**src/rtl/lcd_ctrl.sv**
```systemverilog
// HD44780-style LCD write controller.
// Bytes offered on the write port are queued in a small FIFO and replayed to
// the LCD pins as setup / enable-pulse / hold / execution-wait sequences, all
// timed by one shared down-counter. A power-on wait follows every reset.
module lcd_ctrl #(
    parameter int unsigned FIFO_DEPTH     = 4,
    parameter int unsigned POWER_ON_CYC   = 750000,
    parameter int unsigned SETUP_CYC      = 4,
    parameter int unsigned PULSE_CYC      = 25,
    parameter int unsigned HOLD_CYC       = 4,
    parameter int unsigned WAIT_CYC       = 2500,
    parameter int unsigned CLEAR_WAIT_CYC = 82000
) (
    input  logic        i_clk,
    input  logic        i_rst,
    input  logic        i_wr_valid,
    input  logic        i_wr_rs,
    input  logic [7:0]  i_wr_data,
    input  logic        i_lcd_on,
    output logic        o_wr_ready,
    output logic        o_busy,
    output logic [31:0] o_io_lcd
);

    // FIFO geometry: pointers wrap naturally because the depth is a power of two
    localparam int unsigned PTR_W = (FIFO_DEPTH > 1) ? $clog2(FIFO_DEPTH) : 1;
    localparam int unsigned CNT_W = $clog2(FIFO_DEPTH + 1);

    // The shared timer must hold the longest interval loaded into it
    localparam int unsigned MAX_AB  = (POWER_ON_CYC > CLEAR_WAIT_CYC) ? POWER_ON_CYC : CLEAR_WAIT_CYC;
    localparam int unsigned MAX_CD  = (WAIT_CYC > PULSE_CYC) ? WAIT_CYC : PULSE_CYC;
    localparam int unsigned MAX_EF  = (SETUP_CYC > HOLD_CYC) ? SETUP_CYC : HOLD_CYC;
    localparam int unsigned MAX_ABC = (MAX_AB > MAX_CD) ? MAX_AB : MAX_CD;
    localparam int unsigned MAX_CYC = (MAX_ABC > MAX_EF) ? MAX_ABC : MAX_EF;
    localparam int unsigned TMR_W   = $clog2(MAX_CYC + 1);

    typedef enum logic [2:0] {
        INIT_WAIT,
        IDLE,
        SETUP,
        PULSE,
        HOLD,
        EXEC_WAIT
    } state_t;

    state_t             state;
    state_t             state_next;
    logic [TMR_W-1:0]   tmr;
    logic [TMR_W-1:0]   tmr_next;
    logic               tmr_last;

    logic [8:0]         fifo_mem [FIFO_DEPTH];
    logic [PTR_W-1:0]   wr_ptr;
    logic [PTR_W-1:0]   rd_ptr;
    logic [CNT_W-1:0]   fifo_count;
    logic [8:0]         fifo_head;
    logic               push;
    logic               pop;
    logic               fifo_empty;

    logic               lcd_on;
    logic               lcd_en;
    logic               lcd_rs;
    logic [7:0]         lcd_data;
    logic               is_clear;

    assign fifo_empty = (fifo_count == '0);
    assign o_wr_ready = (fifo_count != CNT_W'(FIFO_DEPTH));
    assign push       = i_wr_valid && o_wr_ready;
    // Popping is tied to the IDLE->SETUP transition, which only looks at the
    // registered count, so a byte is never popped on the edge it is pushed.
    assign pop        = (state == IDLE) && (state_next == SETUP);
    assign fifo_head  = fifo_mem[rd_ptr];

    // Clear display (0x01) and return home (0x02) need the long execution wait
    assign is_clear = !lcd_rs && ((lcd_data == 8'h01) || (lcd_data == 8'h02));

    assign tmr_last = (tmr <= TMR_W'(1));

    // FIFO storage: written on every accepted push, never reset
    always_ff @(posedge i_clk) begin
        if (!i_rst && push) begin
            fifo_mem[wr_ptr] <= {i_wr_rs, i_wr_data};
        end
    end

    // FIFO pointers and occupancy count; reset flushes the queue
    always_ff @(posedge i_clk) begin
        if (i_rst) begin
            wr_ptr     <= '0;
            rd_ptr     <= '0;
            fifo_count <= '0;
        end else begin
            if (push) begin
                wr_ptr <= wr_ptr + PTR_W'(1);
            end
            if (pop) begin
                rd_ptr <= rd_ptr + PTR_W'(1);
            end
            case ({push, pop})
                2'b10:   fifo_count <= fifo_count + CNT_W'(1);
                2'b01:   fifo_count <= fifo_count - CNT_W'(1);
                default: fifo_count <= fifo_count;
            endcase
        end
    end

    // FSM state and shared timer registers
    always_ff @(posedge i_clk) begin
        if (i_rst) begin
            state <= INIT_WAIT;
            tmr   <= TMR_W'(POWER_ON_CYC);
        end else begin
            state <= state_next;
            tmr   <= tmr_next;
        end
    end

    // Next-state and timer reload: each timed state lasts exactly its loaded count
    always_comb begin
        state_next = state;
        tmr_next   = tmr;
        case (state)
            INIT_WAIT: begin
                if (tmr_last) begin
                    state_next = IDLE;
                end else begin
                    tmr_next = tmr - TMR_W'(1);
                end
            end
            IDLE: begin
                if (!fifo_empty) begin
                    state_next = SETUP;
                    tmr_next   = TMR_W'(SETUP_CYC);
                end
            end
            SETUP: begin
                if (tmr_last) begin
                    state_next = PULSE;
                    tmr_next   = TMR_W'(PULSE_CYC);
                end else begin
                    tmr_next = tmr - TMR_W'(1);
                end
            end
            PULSE: begin
                if (tmr_last) begin
                    state_next = HOLD;
                    tmr_next   = TMR_W'(HOLD_CYC);
                end else begin
                    tmr_next = tmr - TMR_W'(1);
                end
            end
            HOLD: begin
                if (tmr_last) begin
                    state_next = EXEC_WAIT;
                    tmr_next   = is_clear ? TMR_W'(CLEAR_WAIT_CYC) : TMR_W'(WAIT_CYC);
                end else begin
                    tmr_next = tmr - TMR_W'(1);
                end
            end
            EXEC_WAIT: begin
                if (tmr_last) begin
                    state_next = IDLE;
                end else begin
                    tmr_next = tmr - TMR_W'(1);
                end
            end
            default: begin
                state_next = INIT_WAIT;
                tmr_next   = TMR_W'(POWER_ON_CYC);
            end
        endcase
    end

    // LCD pin registers: EN tracks the PULSE state, RS/DATA latch on pop
    always_ff @(posedge i_clk) begin
        if (i_rst) begin
            lcd_on   <= 1'b0;
            lcd_en   <= 1'b0;
            lcd_rs   <= 1'b0;
            lcd_data <= '0;
        end else begin
            lcd_on <= i_lcd_on;
            lcd_en <= (state_next == PULSE);
            if (pop) begin
                lcd_rs   <= fifo_head[8];
                lcd_data <= fifo_head[7:0];
            end
        end
    end

    assign o_busy   = (state != IDLE) || !fifo_empty;
    assign o_io_lcd = {lcd_on, 20'd0, lcd_en, lcd_rs, 1'b0, lcd_data};

endmodule

```
**config.mk**
```make
export PLATFORM = sky130hd
export DESIGN_NAME = lcd_ctrl
export DESIGN_NICKNAME = d
export VERILOG_FILES = /design/src/rtl/lcd_ctrl.sv
export SDC_FILE = /design/constraint.sdc
export NUM_CORES = 1
export LEC_CHECK = 0
export CORE_UTILIZATION = 51
export CTS_BUF_LIST = sky130_fd_sc_hd__clkbuf_16
export CTS_CLUSTER_SIZE = 28
export DETAILED_ROUTE_END_ITERATION = 10
export PLACE_DENSITY = 0.8
export SYNTH_ARGS = -nofsm -noshare
export SYNTH_HDL_FRONTEND = slang
export SYNTH_SLANG_ARGS = --single-unit
export TNS_END_PERCENT = 5
```
**constraint.sdc**
```tcl
create_clock -name i_clk -period 2.97 [get_ports i_clk]
set_clock_uncertainty 0.2 [all_clocks]
set_input_delay 0.4455 -clock i_clk [delete_from_list [all_inputs] [get_ports i_clk]]
set_output_delay 0.4455 -clock i_clk [all_outputs]
set_load 0.01 [all_outputs]
```
==> metrics.md <==
| Metric | Value |
|---|---|
| Outcome | `complete, no violations` |
| Site Rows | `31` |
| Hold_buf cts | `0` |
| Post-route minimum period | `approximately 2600 ps` |
| Global-route wire length before repair | `15500 microns` |
| CP Max Fanout | `9` |
| Pwr/cell area | `approximately 530 nW/um^2` |
| # IOs | `47` |
| Post-synth top flop | `dfxtp_1` |
| Post-synth top area share | `between 20% and 30%` |
| Port bufs | `25` |
| Vias per cell | `6.08` |
| Critical Path AT | `about 2600 ps` |
| Placed insts | `roughly 520` |
| Req. time, crit path | `around 3000 ps` |
| Die X | `roughly 90 microns` |
| Total power | `about 2.5 mW` |
| Max_cap viols | `0` |
| Worst setup margin | `approximately 350 ps` |
| Post-synth top area cell | `edfxtp_1` |
| CTS clk-pin slew, worst paths | `approximately 70 ps` |
| Final cell count without fillers | `approximately 540` |
| Psw | `between 0.6 and 0.7 mW` |
| Largest net degree at the start of global routing | `19` |
| Number of gates resized after cts | `0` |
| Most common library cells after synthesis | `49 x nand2_1, 41 x dfxtp_1, 36 x edfxtp_1` |
| Slew @ Worst Pin | `744 ps` |
| Synth unique cells | `64` |
| Die Y | `between 90 and 100 microns` |
| Residual DRC count | `0` |
| Clock buffer count from CTS | `9` |
| Core area | `between 7000 and 8000 sq um` |
| DIE AREA | `8230 sq um` |
| Pins Over Slew Limit | `0` |
| DPL Wire Length | `6540 microns` |
| Antenna cells | `0` |
| GRT Total Usage | `between 20% and 30%` |
| Comb power frac | `7.5%` |
| FFs w/ async S/R, synth | `0%` |
| Clock sinks | `77` |
| Switching part of the total | `about a quarter` |
| Drt pass-1 iters | `5` |
| Initial DRC count | `around 370` |
| CTS tree | `built` |
| Post-synthesis register bit count | `77` |
| GPL Wtd Cong | `roughly 0.93` |
| Slew headroom | `between 50% and 60%` |
| Routed wire per std cell | `between 15 and 20 microns` |
| Initial antenna violation count | `0` |
| H-tree depth | `3` |
| Pint | `about 1.8 mW` |
| Cell with the most instances after synthesis | `nand2_1` |
| Final Hold Fails | `0` |
| Syn. warnings | `0` |
| Seq/Total Area, Yosys | `47.4%` |
| Routed WL | `about 9600 microns` |
| Worst slack, placed | `about 380 ps` |
| Hold Crit Class | `reg2reg` |
| Peak VDD IR | `roughly 0.00036 V` |
| Clock Latency Late Sink | `approximately 350 ps` |
| Overflow after GRT | `0` |
| Layout Nets | `454` |
| Root buf cell | `clkbuf_16` |
| Vias in the first global route | `3105` |
| Filler cell count | `588` |
| CP Launch Type | `register` |
| Crit. End Element | `register` |
| Maximum clock path buffer count | `2` |
| Synth Instances | `slightly above 400` |
| Layout Utilization | `around 62%` |
| Syn Area/Cell | `around 10 sq um` |
| Final period utilization | `88.3%` |
| Area Growth Syn to Fin | `14.9%` |
| EDFF count, synth | `36` |
| Kind of critical path | `reg2reg` |
| Seq pwr share | `between 40% and 50%` |
| Fmax | `~0.38 GHz` |
| Layout cells sized above 1 | `between 10% and 20%` |
| Final setup viols | `0` |
| Initial core utilization | `a little over half` |
| Mapped cell area | `about 4000 sq um` |
| Post-route setup TNS | `0 ps` |
| Post-route ant nets | `0` |
| Via total after detailed routing | `~3300` |
| Synth top area cells | `edfxtp_1 27%, dfxtp_1 20%, mux4_2 5.0%` |
| RSZ-0062 raised after global routing | `false` |
| Clk pwr share | `around 45%` |
| Static Leakage | `between 1.5 and 2 nW` |
| Post-CTS Setup Bufs | `0` |
-- kinds of logic after synthesis --
| group | Yosys count | synth area share (%) |
|---|---|---|
| multiplexers | 10 | 5.33 |
| XOR/XNOR | 12 | 2.62 |
| AO/OA/AOI/OAI | 98 | 16.3 |
| other | 1 | 0.0934 |
| AND/OR/NAND/NOR | 142 | 17.8 |
| buffers and inverters | 56 | 7.76 |
| adder cells (fa/ha/maj) | 8 | 2.68 |
| flip-flops | 77 | 47.4 |
-- final timing paths --
check	cells past startpoint	from	slack (ps)	endpoint
setup / recovery	8	tmr[0]	350	tmr[4]
setup reg to reg	8	tmr[0]	350	tmr[4]
hold reg to reg	1	tmr[13]	280	tmr[13]
hold / removal	1	tmr[13]	280	tmr[13]
-- per-layer routing --
| layer | GRT usage (%) | vias up | share of wire [%] |
|---|---|---|---|
| met1 | 30.4 | 1552 | 42 |
| met2 | 40.0 | 187 | 48 |
| met5 | 0 | - | 0 |
| li1 | - | 1499 | - |
| met3 | 4.97 | 28 | 7.8 |
| met4 | 11.2 | 0 | 2.9 |
-- cell usage in the layout, fill, tap and decap left out, types with 7 or more instances in the layout --
master / instances
conb_1: 21
clkbuf_16: 9
dfxtp_1: 41
clkdlybuf4s50_1: 25
inv_1: 15
nor2_1: 29
edfxtp_1: 36
o21ai_0: 17
a211o_1: 7
nand3_1: 15
mux4_2: 9
or3_1: 7
nor3_1: 10
a21oi_1: 29
ha_1: 7
buf_4: 14
nand2_1: 49
-- stage by stage --
stage	hold slack [ps]	area (sq um)
3_3_place_gp	250	4310
2_1_floorplan	237	4090
4_1_cts	279	4610
3_5_place_dp	264	4310
6_report	277	4610
5_1_grt	304	4610
-- critical path, stage by stage (launching register included) --
cell and delay [ps]:
dfxtp_1 410, inv_1 70, ha_1 230, or2_1 240, and4b_1 260, and3_1 290, o21a_1 200, a2111oi_0 480
a2bb2oi_1 120
-- cell type report --
cell class	count	area, sq um	share of cell area, %
Multi-Input combinational cell	291	1880	40.7
Timing Repair Buffer	39	355	7.70
Inverter	15	56.3	1.22
Clock inverter	7	75.1	1.63
Clock buffer	9	225	4.88
Tap cell	99	124	2.69
Sequential cell	77	1900	41.2
-- registers in the layout, summed over array words and instances, names as in the netlist --
name        cells
wr_ptr          2
lcd_on          1
fifo_count      3
tmr            20
lcd_rs          1
lcd_data        8
fifo_mem       36
state           3
rd_ptr          2
lcd_en          1
-- power groups by stage --
stage          registers (mW)  logic [mW]  clock network [mW]
2_1_floorplan            1.19       0.140                   0
3_3_place_gp             1.20       0.175                   0
3_5_place_dp             1.20       0.180                   0
4_1_cts                  1.18       0.181                1.11
5_1_grt                  1.18       0.206                1.15
6_report                 1.18       0.184                1.10
(Power assumes the default switching activity.)
